[src/rtl/frv_irq_pkg.sv]
// frv interrupt controller: shared cause codes, MMIO map, FSM states.
// Imported by the controller top and its arbiter.
package frv_irq_pkg;

  localparam int ID_W    = 5;
  localparam int CAUSE_W = 6;

  localparam logic [CAUSE_W-1:0] CAUSE_NMI   = 6'd0;
  localparam logic [CAUSE_W-1:0] CAUSE_SW    = 6'd3;
  localparam logic [CAUSE_W-1:0] CAUSE_TIMER = 6'd7;
  localparam logic [CAUSE_W-1:0] CAUSE_EXT   = 6'd16;

  localparam logic [31:0] OFF_PENDING = 32'h00;
  localparam logic [31:0] OFF_ENABLE  = 32'h04;
  localparam logic [31:0] OFF_MODE    = 32'h08;
  localparam logic [31:0] OFF_THRESH  = 32'h0C;
  localparam logic [31:0] OFF_CLAIMED = 32'h10;
  localparam logic [31:0] OFF_PRIO    = 32'h40;

  typedef enum logic {
    ST_IDLE = 1'b0,
    ST_REQ  = 1'b1
  } irq_state_e;

  function automatic logic [CAUSE_W-1:0] ext_cause(
    input logic [ID_W-1:0] id
  );
    return CAUSE_EXT + {1'b0, id};
  endfunction

endpackage

[src/rtl/frv_irq_arb.sv]
// frv interrupt controller: priority arbiter over eligible sources.
// Highest prio above threshold wins; ties resolve to the lowest index.
module frv_irq_arb
  import frv_irq_pkg::*;
#(
  parameter int NUM_SRC = 8,
  parameter int PRIO_W  = 3
) (
  input  logic [NUM_SRC-1:0]             i_req,
  input  logic [NUM_SRC-1:0][PRIO_W-1:0] i_prio,
  input  logic [PRIO_W-1:0]              i_thresh,
  output logic                           o_any,
  output logic [ID_W-1:0]                o_id
);

  logic [PRIO_W-1:0] w_best;

  // Strict compare keeps the earlier (lower) index on equal prio.
  always_comb begin
    w_best = i_thresh;
    o_any  = 1'b0;
    o_id   = '0;
    for (int i = 0; i < NUM_SRC; i++) begin
      if (i_req[i] && (i_prio[i] > w_best)) begin
        w_best = i_prio[i];
        o_any  = 1'b1;
        o_id   = ID_W'(i);
      end
    end
  end

endmodule

[src/rtl/frv_irq_ctrl.sv]
// frv interrupt controller: source capture, MMIO registers and the
// trap request FSM towards the writeback stage.
module frv_irq_ctrl
  import frv_irq_pkg::*;
#(
  parameter int          NUM_SRC        = 8,
  parameter int          PRIO_W         = 3,
  parameter logic [31:0] MMIO_BASE_ADDR = 32'h0000_2000,
  parameter logic [31:0] MMIO_BASE_MASK = 32'hFFFF_F000
) (
  input  logic                 g_clk,
  input  logic                 g_resetn,
  input  logic [NUM_SRC-1:0]   src_irq,
  input  logic                 nmi_pending,
  input  logic                 ti_pending,
  input  logic                 sw_pending,
  input  logic                 mstatus_mie,
  input  logic [2:0]           mie_en,
  output logic [2:0]           mip_out,
  output logic                 int_trap_req,
  output logic [CAUSE_W-1:0]   int_trap_cause,
  input  logic                 int_trap_ack,
  input  logic                 mmio_en,
  input  logic                 mmio_wen,
  input  logic [31:0]          mmio_addr,
  input  logic [31:0]          mmio_wdata,
  output logic [31:0]          mmio_rdata,
  output logic                 mmio_error
);

  logic [NUM_SRC-1:0]             r_src_q;
  logic [NUM_SRC-1:0]             r_src_d;
  logic [NUM_SRC-1:0]             r_pending;
  logic [NUM_SRC-1:0]             r_enable;
  logic [NUM_SRC-1:0]             r_mode;
  logic [NUM_SRC-1:0][PRIO_W-1:0] r_prio;
  logic [PRIO_W-1:0]              r_thresh;
  logic [ID_W-1:0]                r_claimed;
  logic [ID_W-1:0]                r_ext_id;
  logic [ID_W-1:0]                r_req_id;
  logic                           r_req_ext;
  logic [2:0]                     r_mip;
  irq_state_e                     r_state;
  logic                           r_req;
  logic [CAUSE_W-1:0]             r_cause;
  logic [31:0]                    r_rdata;
  logic                           r_err;

  logic                           w_hit;
  logic [31:0]                    w_off;
  logic                           w_map;
  logic [31:0]                    w_rd;
  logic                           w_bad;
  logic                           w_wr;
  logic                           w_claim;
  logic [NUM_SRC-1:0]             w_set;
  logic [NUM_SRC-1:0]             w_clr;
  logic                           w_any;
  logic [ID_W-1:0]                w_id;
  logic                           w_q_ext;
  logic                           w_q_sw;
  logic                           w_q_tm;
  logic                           w_unused_ok;

  assign w_unused_ok = &{1'b0, mmio_wdata};

  assign w_hit = ((mmio_addr ^ MMIO_BASE_ADDR)
                  & MMIO_BASE_MASK) == '0;
  assign w_off = mmio_addr & ~MMIO_BASE_MASK;

  always_comb begin
    w_map = 1'b1;
    w_rd  = '0;
    case (w_off)
      OFF_PENDING: w_rd = 32'(r_pending);
      OFF_ENABLE:  w_rd = 32'(r_enable);
      OFF_MODE:    w_rd = 32'(r_mode);
      OFF_THRESH:  w_rd = 32'(r_thresh);
      OFF_CLAIMED: w_rd = 32'(r_claimed);
      default: begin
        w_map = 1'b0;
        for (int i = 0; i < NUM_SRC; i++) begin
          if (w_off == OFF_PRIO + 32'(4 * i)) begin
            w_map = 1'b1;
            w_rd  = 32'(r_prio[i]);
          end
        end
      end
    endcase
  end

  assign w_bad = !w_hit || !w_map ||
                 (mmio_wen && (w_off == OFF_CLAIMED));
  assign w_wr  = mmio_en && mmio_wen && !w_bad;

  assign w_claim = (r_state == ST_REQ) && int_trap_ack &&
                   r_req_ext;

  // Edge mode looks at the registered line against its last value.
  assign w_set = (r_mode & r_src_q & ~r_src_d) |
                 (~r_mode & r_src_q);

  always_comb begin
    w_clr = '0;
    if (w_wr && (w_off == OFF_PENDING))
      w_clr = mmio_wdata[NUM_SRC-1:0];
    for (int i = 0; i < NUM_SRC; i++) begin
      if (w_claim && (r_req_id == ID_W'(i)))
        w_clr[i] = 1'b1;
    end
  end

  frv_irq_arb #(
    .NUM_SRC (NUM_SRC),
    .PRIO_W  (PRIO_W)
  ) u_arb (
    .i_req    (r_pending & r_enable),
    .i_prio   (r_prio),
    .i_thresh (r_thresh),
    .o_any    (w_any),
    .o_id     (w_id)
  );

  assign w_q_ext = mstatus_mie && mie_en[2] && r_mip[2];
  assign w_q_sw  = mstatus_mie && mie_en[0] && r_mip[0];
  assign w_q_tm  = mstatus_mie && mie_en[1] && r_mip[1];

  always_ff @(posedge g_clk or negedge g_resetn) begin
    if (!g_resetn) begin
      r_src_q   <= '0;
      r_src_d   <= '0;
      r_pending <= '0;
      r_enable  <= '0;
      r_mode    <= '0;
      r_prio    <= '0;
      r_thresh  <= '0;
      r_rdata   <= '0;
      r_err     <= 1'b0;
    end else begin
      r_src_q   <= src_irq;
      r_src_d   <= r_src_q;
      r_pending <= (r_pending & ~w_clr) | w_set;
      r_rdata   <= (mmio_en && !w_bad) ? w_rd : '0;
      r_err     <= mmio_en && w_bad;
      if (w_wr) begin
        case (w_off)
          OFF_ENABLE: r_enable <= mmio_wdata[NUM_SRC-1:0];
          OFF_MODE:   r_mode   <= mmio_wdata[NUM_SRC-1:0];
          OFF_THRESH: r_thresh <= mmio_wdata[PRIO_W-1:0];
          default: begin
            for (int i = 0; i < NUM_SRC; i++) begin
              if (w_off == OFF_PRIO + 32'(4 * i))
                r_prio[i] <= mmio_wdata[PRIO_W-1:0];
            end
          end
        endcase
      end
    end
  end

  // A claim hides the stale arbiter result for one cycle so the
  // just-claimed id cannot be re-requested.
  always_ff @(posedge g_clk or negedge g_resetn) begin
    if (!g_resetn) begin
      r_mip    <= '0;
      r_ext_id <= '0;
    end else begin
      r_mip    <= {w_any && !w_claim, ti_pending, sw_pending};
      r_ext_id <= w_id;
    end
  end

  always_ff @(posedge g_clk or negedge g_resetn) begin
    if (!g_resetn) begin
      r_state   <= ST_IDLE;
      r_req     <= 1'b0;
      r_cause   <= '0;
      r_req_ext <= 1'b0;
      r_req_id  <= '0;
      r_claimed <= '0;
    end else begin
      case (r_state)
        ST_IDLE: begin
          if (nmi_pending) begin
            r_state   <= ST_REQ;
            r_req     <= 1'b1;
            r_cause   <= CAUSE_NMI;
            r_req_ext <= 1'b0;
          end else if (w_q_ext) begin
            r_state   <= ST_REQ;
            r_req     <= 1'b1;
            r_cause   <= ext_cause(r_ext_id);
            r_req_ext <= 1'b1;
            r_req_id  <= r_ext_id;
          end else if (w_q_sw) begin
            r_state   <= ST_REQ;
            r_req     <= 1'b1;
            r_cause   <= CAUSE_SW;
            r_req_ext <= 1'b0;
          end else if (w_q_tm) begin
            r_state   <= ST_REQ;
            r_req     <= 1'b1;
            r_cause   <= CAUSE_TIMER;
            r_req_ext <= 1'b0;
          end
        end
        ST_REQ: begin
          if (int_trap_ack) begin
            r_state   <= ST_IDLE;
            r_req     <= 1'b0;
            r_req_ext <= 1'b0;
            if (r_req_ext)
              r_claimed <= r_req_id;
          end else if (nmi_pending) begin
            r_cause   <= CAUSE_NMI;
            r_req_ext <= 1'b0;
          end
        end
        default: r_state <= ST_IDLE;
      endcase
    end
  end

  assign mip_out        = r_mip;
  assign int_trap_req   = r_req;
  assign int_trap_cause = r_cause;
  assign mmio_rdata     = r_rdata;
  assign mmio_error     = r_err;

endmodule

[config.mk]
export PLATFORM = sky130hd
export DESIGN_NAME = frv_irq_ctrl
export DESIGN_NICKNAME = d
export VERILOG_FILES = /design/src/rtl/frv_irq_pkg.sv /design/src/rtl/frv_irq_arb.sv /design/src/rtl/frv_irq_ctrl.sv
export SDC_FILE = /design/constraint.sdc
export NUM_CORES = 1
export LEC_CHECK = 0
export CAP_MARGIN = 10
export CORE_MARGIN = 4
export CORE_UTILIZATION = 52
export CTS_BUF_LIST = sky130_fd_sc_hd__clkbuf_8
export CTS_CLUSTER_SIZE = 25
export DETAILED_ROUTE_END_ITERATION = 6
export PLACE_DENSITY = 0.83
export RECOVER_POWER = 50
export REMOVE_ABC_BUFFERS = 1
export SLEW_MARGIN = 10
export SYNTH_ARGS = -nofsm -noshare
export SYNTH_HDL_FRONTEND = slang
export SYNTH_SLANG_ARGS = --single-unit
[constraint.sdc]
create_clock -name g_clk -period 13.25 [get_ports g_clk]
set_input_delay 1.9875 -clock g_clk [delete_from_list [all_inputs] [get_ports g_clk]]
set_output_delay 1.9875 -clock g_clk [all_outputs]
set_load 0.05 [all_outputs]
* Word level (Yosys, flattened, before mapping)
Cells that the tools add are included.
Storage, ports and cells: bits in latches 0, register bits 127, memory bits (writable) 0, logic and storage cells 205, memory bits (read-only) 0, memories 0
Operators by class: $lt $le $gt $ge 8, bitwise gates (word level) 14, $mul 0, add/sub/neg operators 1, equal/unequal tests 24, divide/modulo/power cells 0, multiplexer cells 76, shifts and indexed selects 0, reduce and logical (&&, ||, !) cells 58
Operators by type and width (number):
- 32-bit two-way mux | 8
- 32-bit case mux with 5 select lines | 1
- 12-bit by 7-bit equality test with 1-bit output (second input constant) | 8
- 32-bit logical NOT | 2
- 1-bit two-way mux | 42
- 8-bit bitwise AND | 5
- 3-bit two-way mux | 12
- 6-bit two-way mux | 6
- 3-bit AND reduction | 11
- 1-bit logical AND | 31
- 12-bit by 4-bit equality test with 1-bit output (second input constant) | 2
- 3-bit greater-than comparator | 8
- 8-bit inverter | 3
- 5-bit by 3-bit equality test with 1-bit output (second input constant) | 4
- 8-bit OR | 2
- 12-bit by 3-bit equality test with 1-bit output (second input constant) | 1
- 12-bit by 5-bit equality test with 1-bit output (second input constant) | 1
- 6-bit case mux with 2 select lines | 1
- 5-bit by 2-bit equality test with 1-bit output (second input constant) | 2
- 2-bit AND reduction | 5
- 8-bit two-way mux | 1
- 5-bit by 5-bit adder with 6-bit output (first input constant) | 1
- 2-bit inequality test (second input constant) | 3
- 1-bit case mux with 2 select lines | 3
- other kinds (10) | 18

* Longest topological paths before layout
depth in word-level cells 25, depth in mapped cells 57, mapped depth without buffers 57

* By module
A second synthesis with hierarchy kept.
Second synthesis, totals: cells, all modules 563, area total of the unflattened synthesis 5926.9 um^2
Modules (own cells, without submodules):
- frv_irq_ctrl | area an instance 4803.4 um^2, instances 1, cells each 400, seq. area each 2577.5 um^2
- frv_irq_arb | area an instance 1123.6 um^2, instances 1, cells each 163, seq. area each 0.0 um^2

* Least setup slack after synthesis
Ideal clock, no wire load.
kind flip-flop to flip-flop, from reg r_prio[1] (netlist name), to reg r_mip[2] (netlist: mip_out[2]), arrival time 10104 ps, slack 3017 ps, required time 13121 ps, stages on the path, launching flop included 56, path buffers 0, clock period less this slack 10233 ps, library setup time 129 ps, path through dfrtp_1 > ha_1 > nor2b_4 > o311a_1 > nand2_1 > nand2_1 > o21ai_0 > ha_1 > nor2_1 > a21oi_1 > mux2i_1 > o221a_2 > mux2_2 > ha_1 > nor2_1 > nor2_1 > nor2_1 > a311o_2 > (+20 left out) > maj3_1 > o2bb2ai_1 > a31oi_2 > and4b_1 > nor2_1 > ha_1 > nand3_1 > nand3_1 > a21oi_1 > inv_1 > mux2_2 > ha_1 > nor2b_1 > o21a_1 > o2111ai_1 > nor2b_1 > nand3_1 > o41a_1
On the way: cells in the longest elaborated chain, start to end 25, elaborated cells on any way between the ends 32
RTL lines:
- start: declaration | RTL line frv_irq_ctrl.sv:36 | logic [NUM_SRC-1:0][PRIO_W-1:0] r_prio;
- start signal: indexed assignment | RTL line frv_irq_ctrl.sv:153 | r_prio[i] <= mmio_wdata[PRIO_W-1:0];
- 3-bit greater-than comparator | RTL line frv_irq_arb.sv:24 | if (i_req[i] && (i_prio[i] > w_best)) begin
- 1-bit logical AND | RTL line frv_irq_arb.sv:24
- 3-bit two-way mux | RTL line frv_irq_arb.sv:24
- 3-bit greater-than comparator | RTL line frv_irq_arb.sv:24
- 1-bit logical AND | RTL line frv_irq_arb.sv:24
- 3-bit two-way mux | RTL line frv_irq_arb.sv:24
- 3-bit greater-than comparator | RTL line frv_irq_arb.sv:24
- 1-bit logical AND | RTL line frv_irq_arb.sv:24
- (+9 left out)
- 3-bit two-way mux | RTL line frv_irq_arb.sv:24
- 3-bit greater-than comparator | RTL line frv_irq_arb.sv:24
- 1-bit logical AND | RTL line frv_irq_arb.sv:24
- 3-bit two-way mux | RTL line frv_irq_arb.sv:24
- 3-bit greater-than comparator | RTL line frv_irq_arb.sv:24
- 1-bit logical AND | RTL line frv_irq_arb.sv:24
- 1-bit two-way mux * | RTL line frv_irq_arb.sv:24
- 1-bit logical AND * | RTL line frv_irq_ctrl.sv:168 | r_mip <= {w_any && !w_claim, ti_pending, sw_pending};
- end signal: assignment | RTL line frv_irq_ctrl.sv:168
- end: declaration | RTL line frv_irq_ctrl.sv:42 | logic [2:0] r_mip;
Every way passes the cells marked *; elsewhere a longest branch is shown, timed or not. A chain may end at the register's enable or synchronous reset.

* Worst setup path after layout
from reg r_thresh[2], to reg r_mip[2] (netlist: mip_out[2])
On the way: cells in the longest elaborated chain, start to end 25, elaborated cells on any way between the ends 32
RTL lines:
- start: declaration | RTL line frv_irq_ctrl.sv:37 | logic [PRIO_W-1:0] r_thresh;
- start signal: assignment | RTL line frv_irq_ctrl.sv:149 | OFF_THRESH: r_thresh <= mmio_wdata[PRIO_W-1:0];
- 3-bit greater-than comparator | RTL line frv_irq_arb.sv:24
- 1-bit logical AND | RTL line frv_irq_arb.sv:24
- 3-bit two-way mux | RTL line frv_irq_arb.sv:24
- 3-bit greater-than comparator | RTL line frv_irq_arb.sv:24
- 1-bit logical AND | RTL line frv_irq_arb.sv:24
- 3-bit two-way mux | RTL line frv_irq_arb.sv:24
- 3-bit greater-than comparator | RTL line frv_irq_arb.sv:24
- 1-bit logical AND | RTL line frv_irq_arb.sv:24
- (+9 left out)
- 3-bit two-way mux | RTL line frv_irq_arb.sv:24
- 3-bit greater-than comparator | RTL line frv_irq_arb.sv:24
- 1-bit logical AND | RTL line frv_irq_arb.sv:24
- 3-bit two-way mux | RTL line frv_irq_arb.sv:24
- 3-bit greater-than comparator | RTL line frv_irq_arb.sv:24
- 1-bit logical AND | RTL line frv_irq_arb.sv:24
- 1-bit two-way mux * | RTL line frv_irq_arb.sv:24
- 1-bit logical AND * | RTL line frv_irq_ctrl.sv:168
Marked as above.

==> flow_summary_export.csv <==
group,metric,value,unit
clock_network,cts_tree,"done",
timing,slew_violations,98,
global_route,use_met3,0.0485,
routing,ant_nets,0,
global_route,grt_pass1_vias,4439,
logic_synthesis,yosysMostFrequentCell,"dfrtp_1",
floorplanning,die-area,11900,um^2
placement,placedCellCount,720,
global_route,busiest_layer,"met2",
logic_synthesis,synth_seq_cells,95,
hold_path,min_path_type,"reg2reg",
global_route,grt_pass1_wl,22800,um
clock_network,cts_resized,0,
placement,hpwl,11100,um
logic_synthesis,postSynthCellCount,520,
timing,min_period,12190,ps
logic_synthesis,synth_area_per_cell,10.2,um^2
floorplanning,die_h,109,um
finish,fillers,795,
floorplanning,die_w,109,um
timing,tightestPinTransition,3040,ps
global_route,antenna_found_initial,0,
logic_synthesis,synthesis.area,5310,um^2
routing,drc,0,
logic_synthesis,synth_warnings,0,
finish,stdcell_count,735,
placement,place_congestion,0.915,
clock_network,cts_hold_buf,0,
placement,place_area,6100,um^2
timing,hold_ws,382,ps
worst_setup_path,start_kind,"register",
logic_synthesis,synth_cell_types,72,
pwr,p_per_area,92.9,nW/um^2
worst_setup_path,worstSetupEndpointType,"register",
global_route,grt_max_degree,61,
timing,setup_viol,0,
clock_network,cts_buffers,9,
logic_synthesis,synth_area_leaders,"dfrtp_1 (45%), mux2_2 (10%), nand2_1 (4.2%)",
logic_synthesis,synth_common_cells,"dfrtp_1 (95), nand2_1 (60), mux2_2 (47)",
timing,post-route-period-util,0.920,
routing,wl,14400,um
run_status,violations,"capacitance limit, slew limit",
logic_synthesis,post-synth-top-area-fraction,0.448,
worst_setup_path,worstPathArrival,12420,ps
floorplanning,initial_core_util,0.538,
timing,hold_viol,0,
routing,wire_per_inst,19.6,um
timing,rsz0062_at_grt,"no",
routing,avgViaCountPerCell,6.01,
timing,skew,14.2,ps
clock_network,path_clk_slew,100,ps
timing,tns,0,ps
global_route,grtUsageMet2,0.414,
pwr,p_leak,0.00279,uW
routing,routed-via-count,4419,
clock_network,clock_path_buffers,2,
worst_setup_path,path_class,"reg2reg",
logic_synthesis,ys_async_sr_fraction,1.00,
flow_run,cap_viol_max_count,2,
clock_network,post_cts_buffers,0,
pwr,ir_drop,0.0525,mV
finish,nNetsFinal,696,
worst_setup_path,crit_path_max_incr_delay,440,ps
logic_synthesis,yosys_most_used_dff,"dfrtp_1",
finish,syn_to_final_growth,19.0,%
placement,io_buffers,76,
worst_setup_path,cp_max_fo,6,
clock_network,clock_latency,370,ps
worst_setup_path,worstPathRequired,13480,ps
finish,drive_gt1_frac,0.145,
timing,slew_headroom,-1.03,
timing,fmax,82.0,MHz
finish,fin_area,6310,um^2
clock_network,htree_num_levels,3,
logic_synthesis,yosysSeqAreaShare,0.448,
worst_setup_path,path_common_cell,"nor2_1",
logic_synthesis,synth_edf_count,0,
logic_synthesis,yosysTopAreaCell,"dfrtp_1",
floorplanning,ios,127,
floorplanning,core-area,9860,um^2
global_route,grt_usage,0.252,
finish,antenna_cells,0,
worst_setup_path,cp_slowest_cell,"dfrtp_1",
floorplanning,placementRows,36,
routing,drt_iter0_markers,313,
clock_network,clock-root-buffer,"clkbuf_8",
global_route,overflow,0,
clock_network,cts_sinks,95,
run_status,status,"complete, but fails checks",
routing,firstDrtPassIters,6,
global_route,grtUsageMet1,0.321,
==> metal layers <==
metal,share of wire,routed length [um],up-vias
met4,0.042,609,0
met2,0.48,6870,198
met1,0.41,5910,2140
met3,0.070,1010,48
met5,0,0,-
li1,-,-,2033
==> per-stage QoR <==
step	util	power [uW]	setup slack [ps]
floorplan	-	340	3020
global placement	0.618	376	1380
detailed placement	0.618	377	1260
CTS	0.641	591	1180
global route	0.640	607	294
finish	0.640	587	1060
==> power breakdown <==
group,leakage [uW],internal [uW],switching (uW)
clock network,0.000113,109,108
logic,0.00147,24.0,46.0
registers,0.00120,296,4.43
total,0.00279,428,158
==> worst max-delay path, delay by kind of cell, from the launching register on <==
family | cells | cell delay (ps)
DFF | 1 | 440
AOI/OAI and AO/OA | 18 | 4380
adders and majority gates | 8 | 2320
buffers and inverters | 2 | 270
and+or+nand+nor | 22 | 2930
muxes | 5 | 1710
==> worst paths after layout <==
kind | from | end | slack, ps | depth (start not counted)
max | r_thresh[2] | mip_out[2] | 1060 | 55
min | r_src_q[4] | r_src_d[4] | 380 | 0
max reg2reg | r_thresh[2] | mip_out[2] | 1060 | 55
min reg2reg | r_src_q[4] | r_src_d[4] | 380 | 0
max in group asynchronous | g_resetn | r_enable[5] | 7420 | 2
min in group asynchronous | g_resetn | r_claimed[1] | 2170 | 1
==> area by class of cell <==
cell class              instances  area [um^2]  share of cell area
multi-input cells             395         2710               0.430
clock inverters                 6         97.6              0.0155
repair buffers                 77          758               0.120
well taps                     133          166              0.0264
clock buffers                   9          124              0.0196
inverters                      20         75.1              0.0119
flip-flops and latches         95         2380               0.377
==> cell usage in the layout, fill, tap and decap left out, types with 5 or more instances in the layout <==
master           synthesis  layout
dlygate4sd3_1            0      12
and2_1                   7       7
a222oi_1                 9       9
a221oi_1                 5       5
and3_1                   6       6
a22oi_1                  6       6
nand2_1                 60      60
clkdlybuf4s50_1          0      63
ha_1                    14      14
nand4_1                  6       6
o21ai_0                 21      21
mux2_2                  47      47
nand3b_1                 5       5
conb_1                   1      26
nor2b_1                  5       5
nor4_1                   7       7
inv_1                   20      20
a32o_1                   5       5
nand2b_1                 6       6
clkbuf_8                 0       9
dfrtp_1                 95      95
nor2_1                  45      45
nor3_1                  13      13
a21oi_1                 17      17
nand3_1                 18      18
==> flip-flops by register name, summed over array words and instances, names as in the netlist <==
| register | flops |
|---|---|
| r_thresh | 3 |
| int_trap_cause | 4 |
| r_mode | 8 |
| r_enable | 8 |
| r_req_id | 3 |
| r_ext_id | 3 |
| int_trap_req | 1 |
| r_req_ext | 1 |
| r_state | 1 |
| r_prio | 24 |
| mip_out | 3 |
| r_src_q | 8 |
| mmio_error | 1 |
| mmio_rdata | 8 |
| r_pending | 8 |
| r_claimed | 3 |
| r_src_d | 8 |
==> kinds of logic after synthesis <==
group / Yosys count / share of synthesized area
AO/OA/AOI/OAI: 113 / 0.177
adder cells (fa/ha/maj): 15 / 0.0349
buffers and inverters: 55 / 0.0580
flip-flops: 95 / 0.448
multiplexers: 50 / 0.105
other: 1 / 0.000707
AND/OR/NAND/NOR: 191 / 0.176
Power figures use the tool's default switching activity.
